<file path="src/rtl/cpu_clk_ctrl_pkg.sv">
// Shared state encoding and default sizes for the CPU clock run/step/halt controller.
package cpu_clk_ctrl_pkg;

   typedef enum logic [1:0] {
      ST_HALT = 2'd0,
      ST_RUN  = 2'd1,
      ST_STEP = 2'd2
   } state_t;

   localparam int          DIV_W_DEFAULT    = 32;
   localparam int          CNT_W_DEFAULT    = 32;
   // 500 Hz tick from the 50 MHz source
   localparam int unsigned DEFAULT_DIV_INIT = 100000;

endpackage

</file>
<file path="src/rtl/cpu_clk_ctrl_if.sv">
// Control/status bundle between the board-side controls (master) and cpu_clk_ctrl (slave).
interface cpu_clk_ctrl_if
   import cpu_clk_ctrl_pkg::*;
#(
   parameter int DIV_W = DIV_W_DEFAULT,
   parameter int CNT_W = CNT_W_DEFAULT
) ();

   logic             i_run;
   logic             i_step;
   logic             i_halt;
   logic             i_div_wr;
   logic [DIV_W-1:0] i_div_data;

   logic             o_tick;
   logic             o_cpu_clk;
   logic             o_busy;
   state_t           o_state;
   logic [CNT_W-1:0] o_cycle_count;

   modport master (
      output i_run,
      output i_step,
      output i_halt,
      output i_div_wr,
      output i_div_data,
      input  o_tick,
      input  o_cpu_clk,
      input  o_busy,
      input  o_state,
      input  o_cycle_count
   );

   modport slave (
      input  i_run,
      input  i_step,
      input  i_halt,
      input  i_div_wr,
      input  i_div_data,
      output o_tick,
      output o_cpu_clk,
      output o_busy,
      output o_state,
      output o_cycle_count
   );

endinterface

</file>
<file path="src/rtl/clk_tick_div.sv">
// Programmable divider: holds the divisor and count, flags the terminal count and
// registers the one-cycle tick and the toggling cpu_clk.
module clk_tick_div
   import cpu_clk_ctrl_pkg::*;
#(
   parameter int               DIV_W       = DIV_W_DEFAULT,
   parameter logic [DIV_W-1:0] DEFAULT_DIV = DIV_W'(DEFAULT_DIV_INIT)
) (
   input  logic             clk,
   input  logic             rst_n,
   input  logic             i_enable,
   input  logic             i_clear,
   input  logic             i_div_wr,
   input  logic [DIV_W-1:0] i_div_data,
   output logic             o_tc,
   output logic             o_tick,
   output logic             o_cpu_clk
);

   logic [DIV_W-1:0] r_div;
   logic [DIV_W-1:0] r_count;
   logic [DIV_W-1:0] w_div_eff;
   logic [DIV_W-1:0] w_last;
   logic             w_at_last;
   logic             r_tick;
   logic             r_cpu_clk;

   // A zero divisor behaves as one so the count always has a reachable end
   assign w_div_eff = (r_div == '0) ? DIV_W'(1) : r_div;
   assign w_last    = w_div_eff - DIV_W'(1);
   assign w_at_last = (r_count == w_last);

   // A divisor write wins over the terminal count, suppressing that tick
   assign o_tc = i_enable & ~i_clear & ~i_div_wr & w_at_last;

   always_ff @(posedge clk or negedge rst_n) begin
      if (!rst_n) begin
         r_div     <= DEFAULT_DIV;
         r_count   <= '0;
         r_tick    <= 1'b0;
         r_cpu_clk <= 1'b0;
      end else begin
         r_tick <= o_tc;
         if (o_tc) begin
            r_cpu_clk <= ~r_cpu_clk;
         end
         if (i_div_wr) begin
            r_div <= i_div_data;
         end
         if (i_div_wr || !i_enable || i_clear || w_at_last) begin
            r_count <= '0;
         end else begin
            r_count <= r_count + DIV_W'(1);
         end
      end
   end

   assign o_tick    = r_tick;
   assign o_cpu_clk = r_cpu_clk;

endmodule

</file>
<file path="src/rtl/cpu_clk_ctrl.sv">
// Run/step/halt controller for the CPU clock enable. Optional cycle counter is built
// only when CPU_CLK_CTRL_CYCLE_COUNT_EN is defined; otherwise cycle_count reads 0.
module cpu_clk_ctrl
   import cpu_clk_ctrl_pkg::*;
#(
   parameter int               DIV_W       = DIV_W_DEFAULT,
   parameter logic [DIV_W-1:0] DEFAULT_DIV = DIV_W'(DEFAULT_DIV_INIT),
   parameter int               CNT_W       = CNT_W_DEFAULT
) (
   input  logic          clksrc,
   input  logic          rst_n,
   cpu_clk_ctrl_if.slave bus
);

   state_t r_state;
   state_t w_state_next;
   logic   r_step_q;
   logic   r_busy;
   logic   r_entered;
   logic   w_step_rise;
   logic   w_cnt_en;
   logic   w_tc;
   logic   w_tick;
   logic   w_cpu_clk;

   assign w_step_rise = bus.i_step & ~r_step_q;

   // Count only on edges where the FSM stays in RUN/STEP, so leaving never ticks
   assign w_cnt_en = ~bus.i_halt &
                     (((r_state == ST_RUN) & bus.i_run) | (r_state == ST_STEP));

   always_comb begin
      w_state_next = r_state;
      case (r_state)
         ST_HALT: begin
            if (bus.i_halt) begin
               w_state_next = ST_HALT;
            end else if (bus.i_run) begin
               w_state_next = ST_RUN;
            end else if (w_step_rise) begin
               w_state_next = ST_STEP;
            end
         end
         ST_RUN: begin
            if (bus.i_halt || !bus.i_run) begin
               w_state_next = ST_HALT;
            end
         end
         ST_STEP: begin
            if (bus.i_halt || w_tc) begin
               w_state_next = ST_HALT;
            end
         end
         default: w_state_next = ST_HALT;
      endcase
   end

   always_ff @(posedge clksrc or negedge rst_n) begin
      if (!rst_n) begin
         r_state   <= ST_HALT;
         r_step_q  <= 1'b0;
         r_busy    <= 1'b0;
         r_entered <= 1'b0;
      end else begin
         r_state   <= w_state_next;
         r_step_q  <= bus.i_step;
         r_busy    <= (w_state_next == ST_STEP);
         // First cycle in RUN/STEP restarts the count, giving a 1+div_eff first-tick latency
         r_entered <= (w_state_next != r_state) && (w_state_next != ST_HALT);
      end
   end

   clk_tick_div #(
      .DIV_W       (DIV_W),
      .DEFAULT_DIV (DEFAULT_DIV)
   ) u_div (
      .clk        (clksrc),
      .rst_n      (rst_n),
      .i_enable   (w_cnt_en),
      .i_clear    (r_entered),
      .i_div_wr   (bus.i_div_wr),
      .i_div_data (bus.i_div_data),
      .o_tc       (w_tc),
      .o_tick     (w_tick),
      .o_cpu_clk  (w_cpu_clk)
   );

`ifdef CPU_CLK_CTRL_CYCLE_COUNT_EN
   logic [CNT_W-1:0] r_cycle_count;

   always_ff @(posedge clksrc or negedge rst_n) begin
      if (!rst_n) begin
         r_cycle_count <= '0;
      end else if (w_tc) begin
         r_cycle_count <= r_cycle_count + CNT_W'(1);
      end
   end

   assign bus.o_cycle_count = r_cycle_count;
`else
   assign bus.o_cycle_count = {CNT_W{1'b0}};
`endif

   assign bus.o_tick    = w_tick;
   assign bus.o_cpu_clk = w_cpu_clk;
   assign bus.o_busy    = r_busy;
   assign bus.o_state   = r_state;

endmodule

</file>
<file path="src/flat_wrapper.sv">
// flat-port wrapper written by rule: the top's interface ports become plain ports
module cpu_clk_ctrl_flat import cpu_clk_ctrl_pkg::*;
#(
   parameter int               DIV_W       = DIV_W_DEFAULT,
   parameter logic [DIV_W-1:0] DEFAULT_DIV = DIV_W'(DEFAULT_DIV_INIT),
   parameter int               CNT_W       = CNT_W_DEFAULT
)
  (clksrc, rst_n, bus_i_run, bus_i_step, bus_i_halt, bus_i_div_wr, bus_i_div_data, bus_o_tick, bus_o_cpu_clk, bus_o_busy, bus_o_state, bus_o_cycle_count);
  cpu_clk_ctrl_if #(.DIV_W(DIV_W), .CNT_W(CNT_W)) bus_i ();
  input  logic clksrc;
  input  logic rst_n;
  input wire logic [$bits(bus_i.i_run)-1:0] bus_i_run;
  input wire logic [$bits(bus_i.i_step)-1:0] bus_i_step;
  input wire logic [$bits(bus_i.i_halt)-1:0] bus_i_halt;
  input wire logic [$bits(bus_i.i_div_wr)-1:0] bus_i_div_wr;
  input wire logic [$bits(bus_i.i_div_data)-1:0] bus_i_div_data;
  output wire logic [$bits(bus_i.o_tick)-1:0] bus_o_tick;
  output wire logic [$bits(bus_i.o_cpu_clk)-1:0] bus_o_cpu_clk;
  output wire logic [$bits(bus_i.o_busy)-1:0] bus_o_busy;
  output wire logic [$bits(bus_i.o_state)-1:0] bus_o_state;
  output wire logic [$bits(bus_i.o_cycle_count)-1:0] bus_o_cycle_count;
  assign bus_i.i_run = bus_i_run;
  assign bus_i.i_step = bus_i_step;
  assign bus_i.i_halt = bus_i_halt;
  assign bus_i.i_div_wr = bus_i_div_wr;
  assign bus_i.i_div_data = bus_i_div_data;
  assign bus_o_tick = bus_i.o_tick;
  assign bus_o_cpu_clk = bus_i.o_cpu_clk;
  assign bus_o_busy = bus_i.o_busy;
  assign bus_o_state = bus_i.o_state;
  assign bus_o_cycle_count = bus_i.o_cycle_count;
  cpu_clk_ctrl #(.DIV_W(DIV_W), .DEFAULT_DIV(DEFAULT_DIV), .CNT_W(CNT_W)) u_core (.clksrc(clksrc), .rst_n(rst_n), .bus(bus_i));
endmodule
</file>
<file path="config.mk">
export PLATFORM = sky130hd
export DESIGN_NAME = cpu_clk_ctrl_flat
export DESIGN_NICKNAME = d
export VERILOG_FILES = /design/src/rtl/cpu_clk_ctrl_pkg.sv /design/src/rtl/cpu_clk_ctrl_if.sv /design/src/rtl/clk_tick_div.sv /design/src/rtl/cpu_clk_ctrl.sv /design/src/flat_wrapper.sv
export SDC_FILE = /design/constraint.sdc
export NUM_CORES = 1
export LEC_CHECK = 0
export BUFFER_PORTS_ARGS = -buffer_cell sky130_fd_sc_hd__clkbuf_2
export CAP_MARGIN = 10
export CORE_ASPECT_RATIO = 1.75
export CORE_MARGIN = 8
export CORE_UTILIZATION = 34
export CTS_CLUSTER_DIAMETER = 30
export DETAILED_ROUTE_END_ITERATION = 10
export GPL_ROUTABILITY_DRIVEN = 0
export HOLD_SLACK_MARGIN = 0.1
export PLACE_DENSITY = 0.49
export SYNTH_ARGS = -nofsm -noshare
export SYNTH_HDL_FRONTEND = slang
export SYNTH_HIERARCHICAL = 1
export SYNTH_SLANG_ARGS = --single-unit
export TNS_END_PERCENT = 50
</file>
<file path="constraint.sdc">
create_clock -name clksrc -period 5.9 [get_ports clksrc]
set_input_delay 0 -clock clksrc [delete_from_list [all_inputs] [get_ports clksrc]]
set_output_delay 0 -clock clksrc [all_outputs]
set_load 0.03 [all_outputs]
</file>
==> results_tabular.tex <==
\begin{tabular}{lr}
\hline
Metric & Value \\
\hline
\multicolumn{2}{l}{\textbf{Job}} \\
\quad Max-cap violation count & 0 \\
\multicolumn{2}{l}{\textbf{Clocking}} \\
\quad H-tree levels & 3 \\
\quad Number of CTS-inserted buffers & 9 \\
\quad CTS sink count & 71 \\
\quad Deepest clock path buffer count & 2 \\
\quad Clock transition time at the flip-flop clock pins of the worst setup and hold paths & 0.06 ns \\
\quad TritonCTS clock tree & done \\
\quad Hold buffer count at CTS & 37 \\
\quad Worst-skew pair later-pin latency & 0.33 ns \\
\quad Post-CTS setup buffer count & 0 \\
\quad Clock tree root buffer cell & sky130\_fd\_sc\_hd\_\_clkbuf\_16 \\
\quad Post-CTS sizing & 0 \\
\multicolumn{2}{l}{\textbf{Placed design}} \\
\quad DP Area & 0.00496 mm² \\
\quad Sum of net half-perimeters after detailed placement & 10.2 mm \\
\quad Buffers on Ports & 42 \\
\multicolumn{2}{l}{\textbf{Critical path}} \\
\quad Flop-to-flop setup slack & 0.58 ns \\
\quad Maximum net fanout on the critical path & 9 \\
\quad Critical path required time & 6.12 ns \\
\quad Type of the worst setup path & flop to flop \\
\quad Reg2reg path depth & 16 \\
\quad CP endpoint kind & flop \\
\quad Crit path DAT & 5.53 ns \\
\quad Worst Setup Start Kind & flop \\
\multicolumn{2}{l}{\textbf{Yosys}} \\
\quad Synth async-reset ratio & 100\% \\
\quad Ys flop type & sky130\_fd\_sc\_hd\_\_dfrtp\_1 \\
\quad Most used standard cell by instance count after synthesis & sky130\_fd\_sc\_hd\_\_dfrtp\_1 \\
\quad Area contributors post-synth & sky130\_fd\_sc\_hd\_\_dfrtp\_1 34\%, sky130\_fd\_sc\_hd\_\_mux2\_2 7.1\%, sky130\_fd\_sc\_hd\_\_xnor2\_1 7.0\%, sky130\_fd\_sc\_hd\_\_xor2\_1 5.5\%, sky130\_fd\_sc\_hd\_\_buf\_4 5.1\% \\
\quad Gate Count Post-Synth & 499 \\
\quad Number of flops mapped to enable cells by yosys & 0 \\
\quad Mapped Area & 0.00475 mm² \\
\quad Warnings from Yosys & 6 \\
\quad Number of flip-flops and latches in the synthesized netlist & 71 \\
\quad Fraction of the yosys area taken by sequential cells & 37.6\% \\
\quad Share of the synthesized area in the top cell type & 34.2\% \\
\quad Cell accounting for the most synthesized area & sky130\_fd\_sc\_hd\_\_dfrtp\_1 \\
\quad Commonest cells post-synth & 65 x sky130\_fd\_sc\_hd\_\_dfrtp\_1, 44 x sky130\_fd\_sc\_hd\_\_nor3\_1, 38 x sky130\_fd\_sc\_hd\_\_xnor2\_1 \\
\quad Number of distinct standard cells referenced by the synthesized netlist & 59 \\
\quad Synthesized area divided by synthesized cell count & 9.52 µm² \\
\multicolumn{2}{l}{\textbf{STA}} \\
\quad Fin crit period & 5.32 ns \\
\quad Pins over their slew limit & 0 \\
\quad Final setup violation count & 0 \\
\quad Max Freq & 188 MHz \\
\quad Final period utilization & 90.1\% \\
\quad Worst Skew & 0.00531 ns \\
\quad Worst relative slew slack & 38.1\% \\
\quad Pin slew with the least headroom to its limit & 0.928 ns \\
\quad Sum Neg Setup Slack & 0 ns \\
\quad Hold Violations, Final & 0 \\
\quad Setup repair after global routing missed its margin & no \\
\multicolumn{2}{l}{\textbf{Run status}} \\
\quad Outcome & complete, no violations \\
\multicolumn{2}{l}{\textbf{Detailed routing}} \\
\quad Detailed-routing iteration count for the pre-antenna-repair pass & 4 \\
\quad Met2 WL post-DR & 7.40 mm \\
\quad Top sig layer & met4 \\
\quad Number of vias per cell & 5.30 \\
\quad Met1 WL & 4.79 mm \\
\quad Iteration-0 DRC Markers & 160 \\
\quad Routed Wire Length & 13.6 mm \\
\quad DRC & 0 \\
\quad Antenna viol nets, final & 0 \\
\quad Routed length per instance & 18.2 µm \\
\quad Total number of vias & 3968 \\
\quad Detailed route wirelength on metal3 & 591 µm \\
\multicolumn{2}{l}{\textbf{Layout}} \\
\quad Ant. Diodes & 0 \\
\quad End-of-flow core utilization & 40.9\% \\
\quad Post-layout instance area & 0.00562 mm² \\
\quad P\&R area growth vs syn & 18.4\% \\
\quad Ratio of cells with drive above 1 in the final layout & 17.9\% \\
\quad Net count reported at finish & 606 \\
\multicolumn{2}{l}{\textbf{Die}} \\
\quad Die width & 105 µm \\
\quad Std-Cell Core Area & 0.0138 mm² \\
\quad Effective utilization at floorplan & 34.5\% \\
\quad Die outline area & 0.0182 mm² \\
\quad Number of I/O pins & 75 \\
\quad Die H & 172 µm \\
\quad Cell Rows & 57 \\
\multicolumn{2}{l}{\textbf{Power}} \\
\quad Cell Pwr Density & 230 mW/mm² \\
\quad Peak supply drop & 119 µV \\
\quad Pleak & 2.23 nW \\
\multicolumn{2}{l}{\textbf{Global route}} \\
\quad Global-route usage over all layers & 15.4\% \\
\quad Maximum number of pins on one net before global-route repair & 72 \\
\quad Number of global-route vias before repair & 4161 \\
\quad Grt total ovfl & 0 \\
\quad Antenna violations before repair & 0 \\
\quad First-pass GRT wire length & 21.9 mm \\
\multicolumn{2}{l}{\textbf{Worst hold path}} \\
\quad Worst hold path type & input pin to asynchronous set/reset pin \\
\hline
\end{tabular}
-- worst max-delay path: stages, from the launching register on --
cell	delay, ns
sky130_fd_sc_hd__dfstp_2	0.60
sky130_fd_sc_hd__or4_1	0.35
sky130_fd_sc_hd__nor4_1	0.11
sky130_fd_sc_hd__and3_1	0.24
sky130_fd_sc_hd__nor2_1	0.10
sky130_fd_sc_hd__ha_1	0.18
sky130_fd_sc_hd__or4b_1	0.60
sky130_fd_sc_hd__nor4_4	0.45
sky130_fd_sc_hd__nor4b_1	0.37
sky130_fd_sc_hd__xnor2_1	0.16
sky130_fd_sc_hd__nand2_1	0.09
sky130_fd_sc_hd__or4_4	0.54
sky130_fd_sc_hd__nor3_1	0.35
sky130_fd_sc_hd__and3_1	0.28
sky130_fd_sc_hd__or2b_1	0.15
sky130_fd_sc_hd__a211oi_1	0.07
sky130_fd_sc_hd__dlygate4sd3_1	0.56
-- per-layer routing --
metal,global-route usage (%),up-vias
met5,0,-
met4,10.7,0
met3,3.43,43
met2,28.7,110
met1,14.7,1935
li1,-,1880
-- path summary, 6_finish.rpt --
kind,startpoint,end
setup reg to reg,u_core/u_div/r_div[9],u_core/bus.o_state[1]
setup / recovery,u_core/u_div/r_div[9],u_core/bus.o_state[1]
max in group asynchronous,rst_n,u_core/u_div/r_div[11]
min in group clksrc,bus_i_step,u_core/r_step_q
hold reg to reg,u_core/u_div/o_cpu_clk,u_core/u_div/o_cpu_clk
hold / removal,rst_n,u_core/bus.o_state[0]
-- report_power, final --
| group | total, W | leakage, nW | internal, W | switching, W |
|---|---|---|---|---|
| logic | 0.000198 | 1.18 | 0.0000848 | 0.000113 |
| clock network | 0.000535 | 0.138 | 0.000340 | 0.000196 |
| registers | 0.000558 | 0.909 | 0.000514 | 0.0000433 |
-- flip-flops by register name, summed over array words and instances (netlist names) --
signal                  cells
u_core/u_div/r_count       32
u_core/u_div/r_div         32
u_core/bus.o_state          2
u_core/bus.o_busy           1
u_core/r_entered            1
u_core/r_step_q             1
u_core/u_div/o_cpu_clk      1
u_core/u_div/o_tick         1
-- per-stage QoR --
step                total power [W]  hold slack (ns)  std cells  setup slack [ns]
detailed placement         0.000744            0.141        695              1.17
floorplan                  0.000696           -0.296        530              1.58
global placement           0.000741            0.134        695              1.26
finish                      0.00129            0.336        748             0.581
global route                0.00135            0.361        748             0.263
CTS                         0.00131            0.332        748             0.629
-- kinds of logic after synthesis --
kind of cell             share of synthesized area (%)
AO/OA/AOI/OAI                                     6.53
XOR/XNOR                                          12.5
adder cells (fa/ha/maj)                          0.527
buffers and inverters                             8.17
flip-flops                                        37.6
multiplexers                                      8.59
other                                           0.0790
AND/OR/NAND/NOR                                   26.0
-- layout by cell type (no fill, tap or decap), types with 3 or more instances in the layout --
cell                            netlist  layout
sky130_fd_sc_hd__clkbuf_1            16       5
sky130_fd_sc_hd__mux2_2              30      30
sky130_fd_sc_hd__and4_1               5       5
sky130_fd_sc_hd__nor3_1              44      44
sky130_fd_sc_hd__a211oi_1             3       3
sky130_fd_sc_hd__and3_1               9       9
sky130_fd_sc_hd__nand2_1             27      27
sky130_fd_sc_hd__buf_4               32       5
sky130_fd_sc_hd__nor3b_1             10      10
sky130_fd_sc_hd__mux2i_1              7       7
sky130_fd_sc_hd__o21ai_0              8       8
sky130_fd_sc_hd__dfstp_2              6       6
sky130_fd_sc_hd__clkbuf_2             0      41
sky130_fd_sc_hd__conb_1               1      32
sky130_fd_sc_hd__nand3b_1             3       3
sky130_fd_sc_hd__nand3_1             17      17
sky130_fd_sc_hd__nor4b_1              4       4
sky130_fd_sc_hd__nand4_1             14      14
sky130_fd_sc_hd__a31oi_1              4       4
sky130_fd_sc_hd__or4_1                6       6
sky130_fd_sc_hd__or3_1                9       9
sky130_fd_sc_hd__and2_1               5       5
sky130_fd_sc_hd__nand2b_1             5       5
sky130_fd_sc_hd__a21oi_1              9       9
sky130_fd_sc_hd__nor4_1              16      16
sky130_fd_sc_hd__nor2_1              22      22
sky130_fd_sc_hd__xnor2_1             38      38
sky130_fd_sc_hd__dlygate4sd3_1        0      37
sky130_fd_sc_hd__dfrtp_1             65      65
sky130_fd_sc_hd__inv_1                6       6
sky130_fd_sc_hd__xor2_1              30      30
sky130_fd_sc_hd__clkbuf_16            0       9
-- layout make-up --
| class | instances | area, µm² |
|---|---|---|
| repair buffers | 83 | 613 |
| clock inverters | 1 | 30.0 |
| flip-flops and latches | 71 | 1780 |
| multi-input cells | 395 | 2690 |
| inverters | 6 | 22.5 |
| fillers | 1390 | 8140 |
| clock buffers | 15 | 258 |
| well taps | 177 | 221 |
No activity file was read; power rests on OpenSTA's default activity.
